$ cat src/rtl/hazard_pkg.sv
// Shared encodings for the hazard/forwarding controller: writeback source
// selects, sequential PC select value and the memory-wait FSM states.
package hazard_pkg;

  localparam logic [1:0] WD_ALU  = 2'd0;
  localparam logic [1:0] WD_PC4  = 2'd1;
  localparam logic [1:0] WD_LOAD = 2'd2;
  localparam logic [1:0] WD_IMM  = 2'd3;

  localparam logic [1:0] PC_SEL_SEQ = 2'd0;

  typedef enum logic {
    StRun  = 1'b0,
    StWait = 1'b1
  } state_e;

endpackage

$ cat src/rtl/fwd_port.sv
// Per-read-port forward select: MEM result beats WB write data, x0 and
// disabled reads never forward, and a MEM load match is flagged as a load-use hit.
module fwd_port
  import hazard_pkg::*;
#(
  parameter int unsigned DW = 32,
  parameter int unsigned AW = 5
) (
  input  logic          re,
  input  logic [AW-1:0] ra,
  input  logic          we_mem,
  input  logic [AW-1:0] wa_mem,
  input  logic [1:0]    wd_sel_mem,
  input  logic [DW-1:0] alu_ans_mem,
  input  logic [DW-1:0] pc_add4_mem,
  input  logic [DW-1:0] imm_mem,
  input  logic          we_wb,
  input  logic [AW-1:0] wa_wb,
  input  logic [DW-1:0] wd_wb,
  output logic [DW-1:0] fd,
  output logic          fe,
  output logic          lu_hit
);

  logic rd_ok;
  logic mem_hit;
  logic wb_hit;

  assign rd_ok   = re && (ra != '0);
  assign mem_hit = rd_ok && we_mem && (wa_mem == ra);
  assign wb_hit  = rd_ok && we_wb && (wa_wb == ra);
  assign lu_hit  = mem_hit && (wd_sel_mem == WD_LOAD);

  always_comb begin
    fe = 1'b0;
    fd = '0;
    if (mem_hit && !lu_hit) begin
      fe = 1'b1;
      unique case (wd_sel_mem)
        WD_ALU:  fd = alu_ans_mem;
        WD_PC4:  fd = pc_add4_mem;
        WD_IMM:  fd = imm_mem;
        default: fd = '0;
      endcase
    end else if (wb_hit) begin
      fe = 1'b1;
      fd = wd_wb;
    end
  end

endmodule

$ cat src/rtl/hazard_ctrl_mc.sv
// 5-stage pipeline hazard controller: MEM/WB forwarding, load-use bubble, branch
// flush, timed data-memory wait and saturating stall/flush counters.
module hazard_ctrl_mc
  import hazard_pkg::*;
#(
  parameter int unsigned NRD      = 2,
  parameter int unsigned DW       = 32,
  parameter int unsigned AW       = 5,
  parameter int unsigned CNT_W    = 16,
  parameter int unsigned MAX_WAIT = 64
) (
  input  logic              clk,
  input  logic              rstn,
  input  logic [NRD*AW-1:0] rf_ra_ex,
  input  logic [NRD-1:0]    rf_re_ex,
  input  logic [AW-1:0]     rf_wa_mem,
  input  logic              rf_we_mem,
  input  logic [1:0]        rf_wd_sel_mem,
  input  logic [DW-1:0]     alu_ans_mem,
  input  logic [DW-1:0]     pc_add4_mem,
  input  logic [DW-1:0]     imm_mem,
  input  logic [AW-1:0]     rf_wa_wb,
  input  logic              rf_we_wb,
  input  logic [DW-1:0]     rf_wd_wb,
  input  logic [1:0]        pc_sel_ex,
  input  logic              dmem_req_mem,
  input  logic              dmem_ready,
  output logic [NRD*DW-1:0] rf_rd_fd,
  output logic [NRD-1:0]    rf_rd_fe,
  output logic              stall_if,
  output logic              stall_id,
  output logic              stall_ex,
  output logic              stall_mem,
  output logic              flush_id,
  output logic              flush_ex,
  output logic              flush_mem,
  output logic              flush_wb,
  output logic [CNT_W-1:0]  stall_cnt,
  output logic [CNT_W-1:0]  flush_cnt,
  output logic              wait_timeout
);

  localparam int unsigned    WCW      = $clog2(MAX_WAIT + 1);
  localparam logic [WCW-1:0] WaitMax  = WCW'(MAX_WAIT);
  localparam logic [WCW-1:0] WaitLast = WCW'(MAX_WAIT - 1);

  logic [NRD*DW-1:0] fd_raw;
  logic [NRD-1:0]    fe_raw;
  logic [NRD-1:0]    lu_hit;
  logic              lu;
  logic              mw;
  logic              br;
  logic              br_flush;

  state_e            state_q;
  logic [WCW-1:0]    wait_cnt_q;
  logic              wait_timeout_q;
  logic [CNT_W-1:0]  stall_cnt_q;
  logic [CNT_W-1:0]  flush_cnt_q;

  for (genvar i = 0; i < NRD; i++) begin : g_port
    fwd_port #(
      .DW(DW),
      .AW(AW)
    ) u_fwd_port (
      .re         (rf_re_ex[i]),
      .ra         (rf_ra_ex[i*AW +: AW]),
      .we_mem     (rf_we_mem),
      .wa_mem     (rf_wa_mem),
      .wd_sel_mem (rf_wd_sel_mem),
      .alu_ans_mem(alu_ans_mem),
      .pc_add4_mem(pc_add4_mem),
      .imm_mem    (imm_mem),
      .we_wb      (rf_we_wb),
      .wa_wb      (rf_wa_wb),
      .wd_wb      (rf_wd_wb),
      .fd         (fd_raw[i*DW +: DW]),
      .fe         (fe_raw[i]),
      .lu_hit     (lu_hit[i])
    );
  end

  assign lu       = |lu_hit;
  assign mw       = dmem_req_mem && !dmem_ready;
  assign br       = (pc_sel_ex != PC_SEL_SEQ);
  assign br_flush = br && !mw && !lu;

  // Reset forces bubbles into every stage without waiting for a clock edge.
  always_comb begin
    rf_rd_fd  = rstn ? fd_raw : '0;
    rf_rd_fe  = rstn ? fe_raw : '0;
    stall_if  = 1'b0;
    stall_id  = 1'b0;
    stall_ex  = 1'b0;
    stall_mem = 1'b0;
    flush_id  = 1'b0;
    flush_ex  = 1'b0;
    flush_mem = 1'b0;
    flush_wb  = 1'b0;
    if (!rstn) begin
      flush_id  = 1'b1;
      flush_ex  = 1'b1;
      flush_mem = 1'b1;
      flush_wb  = 1'b1;
    end else if (mw) begin
      stall_if  = 1'b1;
      stall_id  = 1'b1;
      stall_ex  = 1'b1;
      stall_mem = 1'b1;
      flush_wb  = 1'b1;
    end else if (lu) begin
      // A pending branch is ignored: its EX operand is not valid until next cycle.
      stall_if  = 1'b1;
      stall_id  = 1'b1;
      stall_ex  = 1'b1;
      flush_mem = 1'b1;
    end else if (br) begin
      flush_id  = 1'b1;
      flush_ex  = 1'b1;
    end
  end

  // The FSM only times the wait; stalls come straight from mw.
  always_ff @(posedge clk or negedge rstn) begin
    if (!rstn) begin
      state_q        <= StRun;
      wait_cnt_q     <= '0;
      wait_timeout_q <= 1'b0;
    end else begin
      unique case (state_q)
        StRun: begin
          if (mw) begin
            state_q    <= StWait;
            wait_cnt_q <= WCW'(1);
          end
        end
        StWait: begin
          if (dmem_ready) begin
            state_q <= StRun;
          end
          if (mw && (wait_cnt_q != WaitMax)) begin
            wait_cnt_q <= wait_cnt_q + WCW'(1);
            if (wait_cnt_q == WaitLast) begin
              wait_timeout_q <= 1'b1;
            end
          end
        end
        default: state_q <= StRun;
      endcase
    end
  end

  always_ff @(posedge clk or negedge rstn) begin
    if (!rstn) begin
      stall_cnt_q <= '0;
      flush_cnt_q <= '0;
    end else begin
      if (stall_if && (stall_cnt_q != '1)) begin
        stall_cnt_q <= stall_cnt_q + CNT_W'(1);
      end
      if (br_flush && (flush_cnt_q != '1)) begin
        flush_cnt_q <= flush_cnt_q + CNT_W'(1);
      end
    end
  end

  assign stall_cnt    = stall_cnt_q;
  assign flush_cnt    = flush_cnt_q;
  assign wait_timeout = wait_timeout_q;

endmodule

$ cat config.mk
export PLATFORM = sky130hd
export DESIGN_NAME = hazard_ctrl_mc
export DESIGN_NICKNAME = d
export VERILOG_FILES = /design/src/rtl/hazard_pkg.sv /design/src/rtl/fwd_port.sv /design/src/rtl/hazard_ctrl_mc.sv
export SDC_FILE = /design/constraint.sdc
export NUM_CORES = 1
export LEC_CHECK = 0
export CAP_MARGIN = 20
export CORE_ASPECT_RATIO = 0.9
export CORE_MARGIN = 5
export CORE_UTILIZATION = 37
export DETAILED_ROUTE_END_ITERATION = 10
export GPL_TIMING_DRIVEN = 0
export PLACE_DENSITY = 0.83
export SYNTH_ARGS = -nofsm -noshare
export SYNTH_HDL_FRONTEND = slang
export SYNTH_SLANG_ARGS = --single-unit
$ cat constraint.sdc
create_clock -name clk -period 2.6 [get_ports clk]
set_clock_uncertainty 0.2 [all_clocks]
set_input_delay 0.26 -clock clk [delete_from_list [all_inputs] [get_ports clk]]
set_output_delay 0.26 -clock clk [all_outputs]
set_load 0.03 [all_outputs]
Word-level counts from Yosys, hierarchy flattened --
Cells that the tools add are included.
Storage, ports and cells: bits in latches 0, memory bits (writable) 0, output and inout bits 107, register bits after elaboration 41, bits of input ports 160, ROM bits 0, memories 0
Cells by class: magnitude comparators 0, multipliers 0, bitwise operators 1, mux-type cells 28, $add $sub $neg 3, equality and inequality tests 13, reductions and logical operators 32, divide/modulo/power cells 0, shift-type cells 0
Operator list (number):
- 32-bit two-way mux | 4
- 32-bit case mux with 3 select lines | 1
- 64-bit two-way mux | 1
- 16-bit by 1-bit adder with 16-bit output, second input constant | 2
- 16-bit inequality test, second input constant | 2
- 5-bit == test | 4
- 1-bit logical AND | 20
- 1-bit two-way mux | 17
- 7-bit two-way mux | 2
- 7-bit case mux with 2 select lines | 1
- 5-bit nonzero test | 2
- 7-bit by 1-bit adder with 7-bit output, second input constant | 1
- 7-bit by 6-bit == test with 1-bit output, second input constant | 1
- 7-bit inequality test, second input constant | 1
- 1-bit zero test | 5
- 2-bit == test, second input constant | 2
- 3-bit AND reduction | 1
- 2-bit by 1-bit == test with 1-bit output, second input constant | 1
- 2-bit zero test | 1
- 2-bit two-way mux | 1
- 2-bit by 1-bit inequality test with 1-bit output, second input constant | 1
- 2-bit inequality test, second input constant | 1
- 1-bit case mux with 2 select lines | 1
- 2-bit AND reduction | 1
- other kinds (3) | 3

Depth between registers and ports, before layout --
Gate-level depths: netlist of the first run.
word-level depth 10, depth in mapped cells 9, mapped depth without buffers 7

By module --
From an unflattened synthesis of the first run, not the netlist that was laid out.
Second synthesis, totals: cells, all modules 700, area total of the unflattened synthesis 5540.3 um^2
By module, submodules not included:
- fwd_port | area an instance 1460.2 um^2, cells an instance 210, times used 2, sequential area each 0.0 um^2
- hazard_ctrl_mc | area an instance 2620.0 um^2, cells an instance 280, times used 1, sequential area each 1026.0 um^2

Least setup slack after synthesis of the first run --
OpenSTA, ideal clock, no wires.
path type input to output, start point input rf_ra_ex[3], end point output stall_id, data arrival time 2.341 ns, cell stages on the path 8, path slack -0.201 ns, buffers on the path 3, cells stage by stage or4_1 o21ai_2 nor4_4 o21bai_2 buf_6 buf_8 a21boi_0 buf_4
Between the ends: word-level cells in the longest chain between the ends 9
RTL lines:
- start: declaration | RTL line hazard_ctrl_mc.sv:14 | input logic [NRD*AW-1:0] rf_ra_ex,
- 5-bit nonzero test | RTL line fwd_port.sv:29 | assign rd_ok = re && (ra != '0);
- 1-bit logical AND | RTL line fwd_port.sv:29
- 1-bit logical AND | RTL line fwd_port.sv:30 | assign mem_hit = rd_ok && we_mem && (wa_mem == ra);
- 1-bit logical AND (*) | RTL line fwd_port.sv:30
- 1-bit logical AND (*) | RTL line fwd_port.sv:32 | assign lu_hit = mem_hit && (wd_sel_mem == WD_LOAD);
- 2-bit OR reduction (*) | RTL line hazard_ctrl_mc.sv:83 | assign lu = |lu_hit;
- 1-bit two-way mux (*) (3 in series)
- end: declaration | RTL line hazard_ctrl_mc.sv:31 | output logic stall_id,
Mark *: on every way between the ends. The rest lies on a longest branch, timed or not.

Worst setup path after layout of the first run --
start point input rf_ra_ex[4], end point output rf_rd_fd[25]
Between the ends: word-level cells in the longest chain between the ends 9
RTL lines:
- 5-bit nonzero test | RTL line fwd_port.sv:29
- 1-bit logical AND | RTL line fwd_port.sv:29
- 1-bit logical AND (2 in series) | RTL line fwd_port.sv:30
- 1-bit logical AND | RTL line fwd_port.sv:32
- 1-bit zero test | RTL line fwd_port.sv:37 | if (mem_hit && !lu_hit) begin
- 1-bit logical AND | RTL line fwd_port.sv:37
- 32-bit two-way mux (*) | RTL line fwd_port.sv:37
- 64-bit two-way mux (*) | RTL line hazard_ctrl_mc.sv:90 | rf_rd_fd = rstn ? fd_raw : '0;
- end: declaration | RTL line hazard_ctrl_mc.sv:28 | output logic [NRD*DW-1:0] rf_rd_fd,
Marked as above.

==> flow_results.org, run 1 <==
** Final layout
- Util after Layout :: 74.1%
- Area used by multi-input combinational logic :: 3130 um2
- The area growth from synthesis to layout is 98.2%.
- Number of inserted diodes :: 0
- Filler cell count in the final layout :: 794
- In the final layout, flip-flops and latches occupy about 1000 um2.
- Fraction of layout instances using a drive strength above 1 :: 31.4%
- After the last flow step, the layout net total stands at roughly 1000.

** Routing
- Detailed Route Iter0 Violations :: between 300 and 400
- Vias :: 5443
- Antenna Violating Nets Remaining :: 0
- Sum of routed wire length over all layers :: 19.2 mm
- Post-DR vias/cell :: between 5 and 6
- For this run, design rule violations remaining after detail routing come to 0.
- Routed length per placed instance :: 19.7 um
- The first detailed-routing pass ran for 5 iterations.

** STA
- Final critical delay including setup and external delays :: around 2.7 ns
- The tightest hold path in the finished design has a slack of between 0.3 and 0.4 ns.
- Crit share post-route :: 105%
- Setup repair after global routing could not meet its margin everywhere.
- Hold violation total from the final report :: 0
- Static timing analysis puts the maximum clock frequency at 0.366 GHz.
- The number of pins with negative max-slew slack in the final report came to 0.
- Across all setup checks in the final design, the least slack found is -0.135 ns.
- Measured slew at the worst slew-check pin :: about 0.58 ns
- Setup violations remaining at the end of the flow were counted as 50.
- Measured against its own limit, the worst slew margin works out to 61.6%.

** Logic synthesis
- Synthesis produced 516 cells.
- The most common cell in the synthesized netlist is nor2_1.
- Count of synthesis-stage warnings from yosys :: 0
- Number of flops mapped to enable cells by yosys :: 0
- After synthesis, the mean cell area works out to 7.77 um2.
- Top flip-flop cell by instance count after synthesis :: dfrtp_1
- Synth cell count leaders :: 119 x nor2_1, 64 x a211oi_1, 41 x dfrtp_1
- After synthesis, the largest area contributor takes up 25.6% of total cell area.
- Seq cells post-synth :: between 40 and 50
- In the post-synthesis netlist, the biggest area contributors are dfrtp_1 26%, a211oi_1 12%, nor2_1 11%, mux2i_1 8.2%, xnor2_1 6.1%.
- Leading area contributor after synthesis :: dfrtp_1
- Counting flops with an async set or reset pin after synthesis yields a share of 100%.
- The netlist uses 45 different library cells.
- In this run the cell area of the synthesized design comes to 4010 um2.
- Mapped Nets :: 680
- Summing the sequential cell areas from Yosys gives between 20% and 30% of the chip area.

** Clocking
- Clock tree from TritonCTS :: yes
- Clock buffer count from CTS :: 5
- For the worst-skew pair, the clock arrives at the later sink with an insertion delay of 0.28 ns.
- Root cell of the clock tree :: clkbuf_16
- CTS clk-pin slew, worst paths :: 0.06 ns
- Depth of the CTS H-tree :: 2
- The longest clock path from root to sink contains 2 buffers.
- Clock tree synthesis found a total of about 40 sinks.

** Critical path
- Crit path required time :: 2.14 ns
- STA classifies the critical path startpoint as a primary input.
- Kind of end point of the critical path :: primary output
- By startpoint and endpoint, the worst setup path is classified as primary input to primary output.
- Arrival time worst endpoint :: 2.27 ns
- In this run the worst path has a maximum fanout of 4.

** Status
- The flow ran to the end, but the final reports show violations.
- Violated checks :: negative setup slack

** Floorplan
- After floorplanning, the core was sized to cover 10700 um2.
- Number of ports placed on the die boundary :: 267
- Floorplan die width :: around 120 um
- Initial core utilization :: 37.4%
- Vertical die dimension :: 109 um
- Row cnt :: 36
- Die area :: 13000 um2

** GRT
- The via count of the first global-routing pass was 5641.
- Entering global routing, the biggest net connects 42 pins.
- The number of antenna violations at the first check in global routing came to 0.
- Global routing finished with a remaining overflow of 0.
- Global routing consumed, over all layers together, 26.9% of the routing resources.
- The first global-routing pass estimated 28.5 mm of wire.

** Power
- In this run the static leakage power is 0.00343 uW.
- Worst vdd ir :: roughly 260 uV
- Power per unit of standard cell area :: 339 nW/um2

** Placed design
- Routability-driven placement finished with a final weighted congestion of 0.882.
- Placed wire-length estimate after detailed placement :: about 14 mm
- Worst slack, placed :: -1.09 ns
- During placement, the flow inserted port buffers numbering 264.

** Worst hold path
- The worst hold path belongs to the class flip-flop to flip-flop.

** Job
- Count of max-cap constraint violations :: 0
metal layers:
metal / GRT usage, % / wire, um / part of all wire [%] / up-vias
li1: - / - / - / 2477
met1: 30.2 / 6970 / 36 / 2625
met2: 50.6 / 10200 / 53 / 288
met3: 6.28 / 1450 / 7.6 / 53
met4: 8.42 / 599 / 3.1 / 0
met5: 0 / 0 / 0 / -
cell usage in the layout (no fill, tap or decap), types with 3 or more instances in the layout:
master / netlist / final
mux2_1: 4 / 4
mux2i_1: 33 / 33
nand4_1: 15 / 15
clkbuf_16: 0 / 6
clkbuf_1: 11 / 9
dlygate4sd2_1: 0 / 7
clkdlybuf4s50_1: 0 / 169
a211oi_4: 0 / 6
nand2b_1: 6 / 6
ha_1: 4 / 4
dfrtp_1: 41 / 41
o21ai_0: 5 / 5
nand2_1: 23 / 22
nor3_1: 7 / 5
and3_1: 8 / 8
buf_2: 21 / 11
buf_4: 3 / 96
or3_1: 3 / 3
xnor2_1: 28 / 23
inv_1: 11 / 10
buf_12: 0 / 7
xnor2_2: 0 / 5
buf_6: 4 / 39
a211oi_2: 0 / 46
nor2_1: 119 / 119
o21ai_4: 0 / 4
nand3_1: 15 / 15
a21oi_1: 35 / 35
a211oi_1: 64 / 12
xor2_1: 21 / 19
nor4_1: 4 / 4
buf_8: 1 / 13
worst paths after layout:
check	end	slack (ns)	cells after the start	start
max	rf_rd_fd[25]	-0.13	14	rf_ra_ex[4]
max in group asynchronous	flush_cnt[14]$_DFFE_PN0P_	1.58	3	rstn
min reg2reg	flush_cnt[3]$_DFFE_PN0P_	0.31	1	flush_cnt[3]$_DFFE_PN0P_
max reg2reg	flush_cnt[1]$_DFFE_PN0P_	0.17	6	flush_cnt[0]$_DFFE_PN0P_
min	flush_cnt[3]$_DFFE_PN0P_	0.31	1	flush_cnt[3]$_DFFE_PN0P_
min in group asynchronous	stall_cnt[5]$_DFFE_PN0P_	0.42	3	rstn
layout make-up:
| cell class | count | share of cell area (%) |
|---|---|---|
| repair buffers | 323 | 39.6 |
| well taps | 133 | 2.09 |
| multi-input cells | 423 | 39.4 |
| flip-flops and latches | 41 | 12.9 |
| clock inverters | 1 | 0.0630 |
| inverters | 12 | 0.567 |
| plain buffers | 34 | 3.43 |
| clock buffers | 7 | 1.92 |
flip-flops by register name (all words and copies together), names as in the netlist:
signal,cells
state_q,1
stall_cnt,16
flush_cnt,16
wait_timeout,1
wait_cnt_q,7
worst max-delay path, stage by stage:
cell	delay, ns
buf_8	0.10
buf_6	0.11
xnor2_2	0.16
nand4_1	0.17
nor4_4	0.26
and2_4	0.20
buf_6	0.09
o21ai_4	0.06
buf_12	0.14
buf_8	0.12
buf_12	0.12
buf_6	0.11
a211oi_2	0.18
buf_4	0.19
power breakdown:
part / internal [uW] / total (uW) / leakage (uW) / switching (uW)
Combinational: 587 / 1180 / 0.00282 / 595
Sequential: 731 / 861 / 0.000533 / 130
Clock: 406 / 650 / 0.0000799 / 244
Total: 1720 / 2690 / 0.00343 / 969
cell families (layout without fill, tap and decap cells):
kind of cell	Yosys count	count (layout)	share of synthesized area, %
multiplexers	39	39	10.1
adder cells (fa/ha/maj)	4	4	1.25
XOR/XNOR	49	49	10.7
buffers and inverters	52	377	6.83
flip-flops	41	41	25.6
AND/OR/NAND/NOR	217	217	25.8
AO/OA/AOI/OAI	114	114	19.7
through the flow:
step                power, uW  setup TNS [ns]  instance area (um2)  std cells
floorplan                1380           -8.42                 4010        516
global placement         1910         -141.60                 6820        913
detailed placement       1950          -71.07                 6810        913
CTS                      2650           -2.93                 7710        964
global route             2810           -5.63                 7950        974
finish                   2690           -1.97                 7950        974
what timing repair did:
item,CTS,global route
setup endpoints to repair,74,72
gates resized for setup,677,74
endpoints found under the hold margin,41,0
pin swaps,24,11
cloned,3,1
hold buffers,2,0
setup buffers,39,19
Power figures use the tool's default switching activity.
==> inputs of run 2 (changes only) <==
==> constraint.sdc (replaced) <==
create_clock -name clk -period 2.6 [get_ports clk]
set_clock_uncertainty 0.2 [all_clocks]
set_input_delay 0.52 -clock clk [delete_from_list [all_inputs] [get_ports clk]]
set_output_delay 0.52 -clock clk [all_outputs]
set_load 0.03 [all_outputs]
==> run 2 against run 1 <==
Compared with the run above:
- the run still ends with negative setup slack left
- die area is the same
- hold slack lost 0.21 ns
- sequential power grew 1%
- total power grew 6.9%
- core utilization grew 12 points
- critical path depth shrank 4
- fmax shrank 15%
- combinational power grew 14%
- flip-flop and latch count is the same
- first-iteration DRC count grew 35%
==> flow_results.org, run 2 (same netlist as run 1, synthesis figures left out) <==
** Power
- The design draws 2880 uW.
- Worst vdd ir :: 820 uV
- In this run the static leakage power is between 0.003 and 0.004 uW.
- Power per unit of standard cell area :: 313 nW/um2

** Placed design
- Port buffer count :: 264
- Including well taps, the total number of placed cells is 913.
- The HPWL after detailed placement is 15.4 mm.
- Routability-driven placement congestion ratio :: 0.925

** Final layout
- The finished layout holds a little under 1000 standard cells, fillers aside.
- Filler cell count in the final layout :: 494
- Compared with the post-synthesis result, the final layout area differs by 129%.
- Leaving out fill and tap cells, the most frequent cell in the layout is clkdlybuf4s50_1.
- Final Net Count :: 997
- Cells with a size suffix above 1 make up 38.0% of the layout.
- Cells fill 85.8% of the core in the end.
- Top library cells by usage in the layout, fill and taps aside :: 166 x clkdlybuf4s50_1, 92 x buf_6, 85 x nor2_1

** Critical path
- Together, buffers and inverters on the worst path number 5.
- Worst path slowest cell :: xnor2_1
- CP Max Fanout :: 5
- Arrival time worst endpoint :: about 2.5 ns
- Kind of end point of the critical path :: primary output
- Critical path startpoint category :: primary input
- Path type of the worst setup path :: primary input to primary output
- Most frequent cell on the critical path :: buf_12
- The critical path goes through dlygate4sd2_1 > xnor2_1 > nand4_1 > nor3_4 > o21ai_4 > buf_12 > buf_12 > buf_16 > a211oi_4 > buf_6.
- At the worst endpoint, the required time is 1.88 ns.
- In this design, the stage delay of the slowest critical-path cell is roughly 0.30 ns.
- Kind of cell adding the most delay to the critical path :: buffers and inverters

** STA
- Tightest slew margin relative to the limit :: 53.1%
- Across all setup checks in the final design, the least slack found is -0.618 ns.
- Hold timing on the final database bottoms out at a slack of 0.0976 ns.
- Hold violation total from the final report :: 0
- Setup TNS Final :: -34.43 ns
- Crit share post-route :: 124%
- At the pin with the least slew margin, the transition time is 0.703 ns.
- Unrepaired setup endpoints after global routing :: true
- Number of endpoints failing setup at the final stage :: 72
- For this run, the top clock speed supported by timing is roughly 0.31 GHz.
- The number of pins with negative max-slew slack in the final report was 0.
- The worst path in the final design needs a cycle of about 3.2 ns, including I/O delays and setup.

** GRT
- The number of antenna violations at the first check in global routing was 1.
- Largest net degree at the start of global routing :: 52
- For this run the aggregate overflow at the end of global routing stands at 0.
- Global routing used 31.1% of the available tracks across all layers.
- Global-route wire length before repair :: roughly 32 mm
- Number of global-route vias before repair :: 5685

** Clocking
- In this run the number of H-tree levels came out at 2.
- Post-CTS Hold Fix Bufs :: 0
- Buffers inserted during clock tree synthesis total 5.
- Clock latency on the worst-skew pair :: ~0.28 ns
- Root cell of the clock tree :: clkbuf_16
- The clock net in this run drives a total of roughly 40 sinks.
- CTS Buffer Depth :: 2
- Clock tree from TritonCTS :: yes
- CTS clk-pin slew, worst paths :: 0.06 ns

** Routing
- Using the TritonRoute via totals, the vias-per-cell ratio works out to 6.03.
- Antenna Violating Nets Remaining :: 0
- Dividing the detail-routed wire length by the instance count gives 25.4 um.
- The detailed router placed 5839 vias in this run.
- Sum of routed wire length over all layers :: about 25 mm
- DRC Markers :: 0
- First-pass detailed-route iteration total :: 6
- The first routing iteration left 503 violations.

** Floorplan
- Floorplan die width :: 120 um
- For this design the top-level I/O count stands at between 200 and 300.
- Once the floorplan was initialized, standard cells occupied 37.4% of the core.
- Die area :: 13000 um2
- In this run the vertical extent of the chip is between 100 and 150 um.
- The core region is around 11000 um2.
- Row cnt :: 36

** Job
- Max-cap violations in this run came to 0.

** Status
- Violated checks :: negative setup slack
- The run finished, with violations left.

** Worst hold path
- Class of the most critical hold timing path :: primary input to asynchronous set/reset pin
[run 2: cell count changes in the layout (fill, tap and decap cells not counted), moves of 5 or more]
cell | previous run | this run
clkbuf_16 | 6 | 12
buf_4 | 96 | 20
buf_6 | 39 | 92
a211oi_2 | 46 | 0
a211oi_4 | 6 | 64
clkbuf_2 | 2 | 7
nor2_2 | 1 | 27
nor2_1 | 119 | 85
buf_16 | 1 | 8
clkbuf_1 | 9 | 4
buf_12 | 7 | 20
a211oi_1 | 12 | 0
nor2_4 | 0 | 8
[run 2: area by class of cell]
cell class              count  area, um2  share of cell area [%]
well taps                 133        166                    1.81
clock inverters             1       5.00                  0.0544
inverters                  12       55.1                   0.599
diodes                      2       5.00                  0.0544
clock buffers               7        153                    1.66
plain buffers              35        482                    5.24
repair buffers            315       3470                    37.8
flip-flops and latches     41       1030                    11.2
multi-input cells         423       3830                    41.6
[run 2: metrics by stage]
step	setup WS, ns	area (um2)
after floorplan	-0.290	5100
after global placement	-2.59	7910
after detailed placement	-1.62	7900
after CTS	-0.505	8840
after global routing	-0.677	9190
final	-0.618	9200
[run 2: what timing repair did]
action	4_1_cts	5_1_grt
gates resized for setup	652	65
gates cloned	8	7
endpoints found under the setup margin	100	75
buffers inserted	27	15
pin swaps	44	40
[run 2: metal layers]
| layer | track usage [%] | part of all wire (%) | wire, um | up-vias |
|---|---|---|---|---|
| li1 | - | - | - | 2427 |
| met5 | 0 | 0 | 0 | - |
| met3 | 6.48 | 8.6 | 2130 | 142 |
| met2 | 56.5 | 50 | 12400 | 438 |
| met1 | 35.4 | 34 | 8290 | 2832 |
| met4 | 14.0 | 7.3 | 1800 | 0 |
[run 2: power breakdown]
| part | internal [uW] | switching, uW |
|---|---|---|
| clock network | 406 | 247 |
| logic | 626 | 729 |
| registers | 731 | 139 |
[run 2: worst paths after layout]
check | startpoint | to | slack [ns] | depth (start not counted)
max | rf_wa_wb[4] | rf_rd_fd[8] | -0.62 | 10
min | rstn | stall_cnt[0]$_DFFE_PN0P_ | 0.1 | 1
max reg2reg | flush_cnt[0]$_DFFE_PN0P_ | flush_cnt[1]$_DFFE_PN0P_ | 0.18 | 6
min reg2reg | flush_cnt[9]$_DFFE_PN0P_ | flush_cnt[9]$_DFFE_PN0P_ | 0.32 | 1
max in group asynchronous | rstn | flush_cnt[13]$_DFFE_PN0P_ | 1.65 | 1
min in group clk | flush_cnt[9]$_DFFE_PN0P_ | flush_cnt[9]$_DFFE_PN0P_ | 0.32 | 1
[run 2: worst reg2reg max path, stage by stage (launching register included)]
cell and delay, ns:
dfrtp_1 0.40, ha_1 0.22, nand2_1 0.07, or3_1 0.39, nand3b_1 0.39, and3_4 0.32, mux2_1 0.30
